$ cat src/rtl/i2s_slave_rx.sv
// rtl/i2s_slave_rx.sv - I2S slave receiver, synchronized to the system clock
//
// Samples an asynchronous I2S bus through two-flop synchronizers. It
// deserializes MSB-first left and right words and presents each complete
// stereo pair with a one-cycle valid strobe.
//
// Ports:
//   clk        system clock, all logic on rising edge
//   rst_n      asynchronous active-low reset
//   sclk_in    I2S bit clock (asynchronous)
//   ws_in      I2S word select, 0 = left, 1 = right
//   sd_in      I2S serial data
//   rx_data_l  last complete left word
//   rx_data_r  last complete right word
//   rx_valid   one-cycle pulse, data updated in the same cycle
//   frame_err  one-cycle pulse on a short or long slot
//   locked     high while framing is tracked

module i2s_slave_rx #(
   parameter int WIDTH    = 8,
   parameter int MAX_SLOT = 32
) (
   input  logic             clk,
   input  logic             rst_n,
   input  logic             sclk_in,
   input  logic             ws_in,
   input  logic             sd_in,
   output logic [WIDTH-1:0] rx_data_l,
   output logic [WIDTH-1:0] rx_data_r,
   output logic             rx_valid,
   output logic             frame_err,
   output logic             locked
);

   localparam int SW = $clog2(MAX_SLOT + 1);
   localparam int BW = $clog2(WIDTH + 1);
   localparam logic [SW-1:0] SLOT_MAX  = SW'(MAX_SLOT);
   localparam logic [SW-1:0] SLOT_LAST = SW'(MAX_SLOT - 1);
   localparam logic [BW-1:0] BIT_LAST  = BW'(WIDTH - 1);

   typedef enum logic [2:0] {LOCK, SHIFT_L, SHIFT_R, HOLD_L, HOLD_R} state_t;

   state_t           state;
   logic             sclk_q1, sclk_q2, sclk_q3;
   logic             ws_q1, ws_q2, sd_q1, sd_q2;
   logic             ws_prev;
   logic [WIDTH-1:0] word;
   logic [WIDTH-1:0] left_pending;
   logic [BW-1:0]    bit_cnt;
   logic [SW-1:0]    slot_cnt;
   logic             pair_ok;

   logic             sample_evt;
   logic             ws_trans;
   logic             shifting;
   logic             word_done;
   logic [WIDTH-1:0] shift_word;

   always_comb begin
      sample_evt = sclk_q2 & ~sclk_q3;
      ws_trans   = ws_q2 ^ ws_prev;
      shifting   = (state == SHIFT_L) || (state == SHIFT_R);
      // The bit at this event is the LSB: a transition now is a legal slot end.
      word_done  = shifting && (bit_cnt == BIT_LAST);
      shift_word = {word[WIDTH-2:0], sd_q2};
   end

   assign locked = (state != LOCK);

   always_ff @(posedge clk or negedge rst_n) begin
      if (!rst_n) begin
         state        <= LOCK;
         sclk_q1      <= 1'b0;
         sclk_q2      <= 1'b0;
         sclk_q3      <= 1'b0;
         ws_q1        <= 1'b0;
         ws_q2        <= 1'b0;
         sd_q1        <= 1'b0;
         sd_q2        <= 1'b0;
         ws_prev      <= 1'b0;
         word         <= '0;
         left_pending <= '0;
         bit_cnt      <= '0;
         slot_cnt     <= '0;
         pair_ok      <= 1'b0;
         rx_data_l    <= '0;
         rx_data_r    <= '0;
         rx_valid     <= 1'b0;
         frame_err    <= 1'b0;
      end else begin
         rx_valid  <= 1'b0;
         frame_err <= 1'b0;
         sclk_q1   <= sclk_in;
         sclk_q2   <= sclk_q1;
         sclk_q3   <= sclk_q2;
         ws_q1     <= ws_in;
         ws_q2     <= ws_q1;
         sd_q1     <= sd_in;
         sd_q2     <= sd_q1;

         if (sample_evt) begin
            ws_prev <= ws_q2;

            // The bit on this event belongs to the current slot, even when
            // ws has just flipped (one-bit I2S delay).
            if (shifting) begin
               word    <= shift_word;
               bit_cnt <= bit_cnt + 1'b1;
               if (word_done) begin
                  if (state == SHIFT_L) begin
                     left_pending <= shift_word;
                     pair_ok      <= 1'b1;
                     state        <= HOLD_L;
                  end else begin
                     if (pair_ok) begin
                        rx_data_l <= left_pending;
                        rx_data_r <= shift_word;
                        rx_valid  <= 1'b1;
                     end
                     pair_ok <= 1'b0;
                     state   <= HOLD_R;
                  end
               end
            end

            // Transition handling overrides the per-bit state updates above.
            if (ws_trans) begin
               slot_cnt <= '0;
               word     <= '0;
               bit_cnt  <= '0;
               if (state == LOCK) begin
                  if (!ws_q2) state <= SHIFT_L;
               end else begin
                  if (shifting && !word_done) begin
                     frame_err <= 1'b1;
                     pair_ok   <= 1'b0;
                  end
                  state <= ws_q2 ? SHIFT_R : SHIFT_L;
               end
            end else begin
               if (slot_cnt != SLOT_MAX) slot_cnt <= slot_cnt + 1'b1;
               if ((state != LOCK) && (slot_cnt == SLOT_LAST)) begin
                  frame_err <= 1'b1;
                  pair_ok   <= 1'b0;
                  word      <= '0;
                  bit_cnt   <= '0;
                  state     <= LOCK;
               end
            end
         end
      end
   end

endmodule
$ cat config.mk
export PLATFORM = sky130hd
export DESIGN_NAME = i2s_slave_rx
export DESIGN_NICKNAME = d
export VERILOG_FILES = /design/src/rtl/i2s_slave_rx.sv
export SDC_FILE = /design/constraint.sdc
export NUM_CORES = 1
export LEC_CHECK = 0
export CAP_MARGIN = 20
export CELL_PAD_IN_SITES_DETAIL_PLACEMENT = 0
export CELL_PAD_IN_SITES_GLOBAL_PLACEMENT = 1
export CORE_UTILIZATION = 50
export DETAILED_ROUTE_END_ITERATION = 10
export PLACE_DENSITY_LB_ADDON = 0.1
export SYNTH_ARGS = -nofsm -noshare
export SYNTH_HDL_FRONTEND = slang
export SYNTH_SLANG_ARGS = --single-unit
$ cat constraint.sdc
create_clock -name clk -period 5.22 [get_ports clk]
set_input_delay 0.522 -clock clk [delete_from_list [all_inputs] [get_ports clk]]
set_output_delay 0.522 -clock clk [all_outputs]
set_load 0.02 [all_outputs]
==> flow_summary.yaml <==
timing:
  clock-skew-final_ps: 6.87
  drv_slew: 0
  fmax_ghz: 0.422
  fin_setup_tns_ps: 0
  min_period_ps: 2370
  rsz0062_at_grt: "false"
  setup_viol: 0
  relSlewSlack_pct: 48.8
  worst_slew_pin_slew_ps: 766
  whs_ps: 337
  post-route-period-util_pct: 45.4
  hold_viol: 0
logic_synthesis:
  synth_edf_count: 0
  syn_area_um2: 2430
  avgSynthCellArea_um2: 13.4
  synth_seq_cells: 55
  async_reset_ff_share_pct: 100
  ys.flop_type: "dfrtp_1"
  synth_nets: 189
  netlist_instances: 181
  yosysSeqAreaShare_pct: 56.6
  yosysUniqueCellTypes: 49
  ys_warn_count: 0
floorplan:
  row_count: 25
  die_w_um: 71.7
  ios: 24
  core_area_um2: 4690
  die_h_um: 71.7
  start_util_pct: 51.8
  die_area_um2: 5150
critical_path:
  crit-reg2reg-launch: "sclk_q3"
  critPathKind: "flop to output pin"
  crit_chain: "nor3_2, inv_1, clkdlybuf4s50_1"
  crit_arrival_ps: 1850
  cp-end-kind: "output pin"
  crit_path_start: "state[2]"
  worst_setup_path_start_kind: "flop"
  cpPeakStageDelay_ps: 540
  timing.rr.end: "left_pending[6]"
  worstRegToRegCells: 3
  worst_path_max_delay_cell: "clkdlybuf4s50_1"
  critPathRequiredTime_ps: 4700
  crit_fanout: 10
  r2r_slack_ps: 3070
  crit_end: "locked"
routing:
  drc: 0
  via_per_inst: 5.72
  drt_iter0_markers: 67
  via_count: 1487
  finalWirelength_um: 4250
  firstDrtPassIters: 4
  wl_per_cell_um: 16.3
  antenna_left: 0
grt:
  grt_overflow: 0
  antenna_found_initial: 0
  grt_pass1_wl_um: 6930
  grt_pass1_vias: 1442
  grt_start_max_net_pins: 56
  grt_usage_pct: 17.8
clocking:
  cts.root.buffer_cell: "clkbuf_8"
  clk_latency_ps: 300
  cts_resized: 0
  cts_hold_buf: 0
  cts_tree: "yes"
  cts.sinks: 55
  cts-buffers-inserted: 5
  cts_setup_buffers: 0
  clkTransAtPathRegs_ps: 90
  clk_path_buf_depth: 2
  h-tree-depth: 2
pwr:
  vdd_drop_max_uv: 166
  finalPower_mw: 0.923
  leakagePower_nw: 1.33
  p_per_area_nw_per_um2: 329
placement:
  place_congestion: 0.763
  dp_cells: 252
  hpwl_um: 2850
  port_buffers: 23
layout:
  final_cell_mix: "dfrtp_1 (55), clkdlybuf4s50_1 (22), mux2_2 (16)"
  area_delta_synth_final_pct: 15.2
  final_common_cell: "dfrtp_1"
  layout-drive-gt1-share_pct: 25.7
  layout.nets: 213
  n_antenna_cell: 0
  finalCoreUtilization_pct: 59.7
  fin_cells: 260
status:
  status: "complete, no violations"
job:
  drv_cap: 0
hold_path:
  hold_class: "input port to async pin"
## registers in the layout, indices dropped and copies added (netlist names)
signal	count
left_pending	8
slot_cnt	6
sclk_q3	1
word	7
sclk_q2	1
sd_q1	1
sclk_q1	1
sd_q2	1
ws_prev	1
ws_q2	1
rx_data_l	8
frame_err	1
rx_valid	1
rx_data_r	8
pair_ok	1
bit_cnt	4
state	3
ws_q1	1
## cell usage after synthesis, types with 2 or more instances
cell type	instances	area share [%]
a21oi_1	5	1.0
a22o_2	8	3.3
buf_2	2	0.41
buf_6	2	0.93
dfrtp_1	55	57
ha_1	3	1.5
inv_1	9	1.4
mux2_2	16	7.4
mux2_4	9	5.6
nand2_1	9	1.4
nand3_1	3	0.62
nand4_1	2	0.51
nor2_1	7	1.1
nor3_1	3	0.62
nor4_1	3	0.77
o211ai_1	2	0.62
o21ai_0	8	1.6
o311ai_0	2	0.72
xor2_1	3	1.1
## layout make-up
class,instances,area [um2]
sequential,55,1380
inverter,9,33.8
clock inverter,2,35.0
multi-input combinational,110,973
tap,54,67.6
timing repair buffer,24,233
clock buffer,6,82.6
fill,383,1890
## worst max-delay path: cells and delay by family (launching register included)
| family | cells | cell delay, ps |
|---|---|---|
| simple gates | 1 | 420 |
| flops | 1 | 510 |
| buf+inv | 2 | 610 |
## worst min path at each step
stage	from	to	slack, ps	depth (start not counted)
after global routing	ws_q1	ws_q2	360	0
after floorplan	rst_n	bit_cnt[0]	230	0
final	rst_n	rx_data_l[2]	340	2
after global placement	ws_q1	ws_q2	330	0
after CTS	rst_n	rx_valid	360	2
after detailed placement	ws_q1	ws_q2	330	0
## metal layers
metal / vias up / global-route usage (%) / wire, um / part of all wire (%)
li1: 704 / - / - / -
met3: 4 / 5.20 / 132 / 3.1
met2: 25 / 25.8 / 2000 / 47
met4: 0 / 6.54 / 41 / 0.97
met5: - / 0 / 0 / 0
met1: 754 / 25.8 / 2070 / 49
## where the power goes
| group | switching [mW] | internal (mW) |
|---|---|---|
| logic | 0.0744 | 0.0608 |
| clock network | 0.132 | 0.155 |
| registers | 0.0424 | 0.458 |
| total | 0.249 | 0.674 |
## metrics by stage
step / setup slack, ps / cell area [um2]
after CTS: 2820 / 2800
after global placement: 3130 / 2680
final: 2850 / 2800
after floorplan: 3530 / 2430
after detailed placement: 3060 / 2680
after global routing: 2730 / 2800
## kinds of logic after synthesis
logic type                 share of synthesized area (%)
DFF                                                 56.6
and+or+nand+nor                                     12.0
AOI/OAI and AO/OA                                   11.4
muxes                                               13.0
buffers and inverters                               3.39
xor gates and xnor gates                            2.11
adders and majority gates                           1.54
No activity file was read; power rests on OpenSTA's default activity.
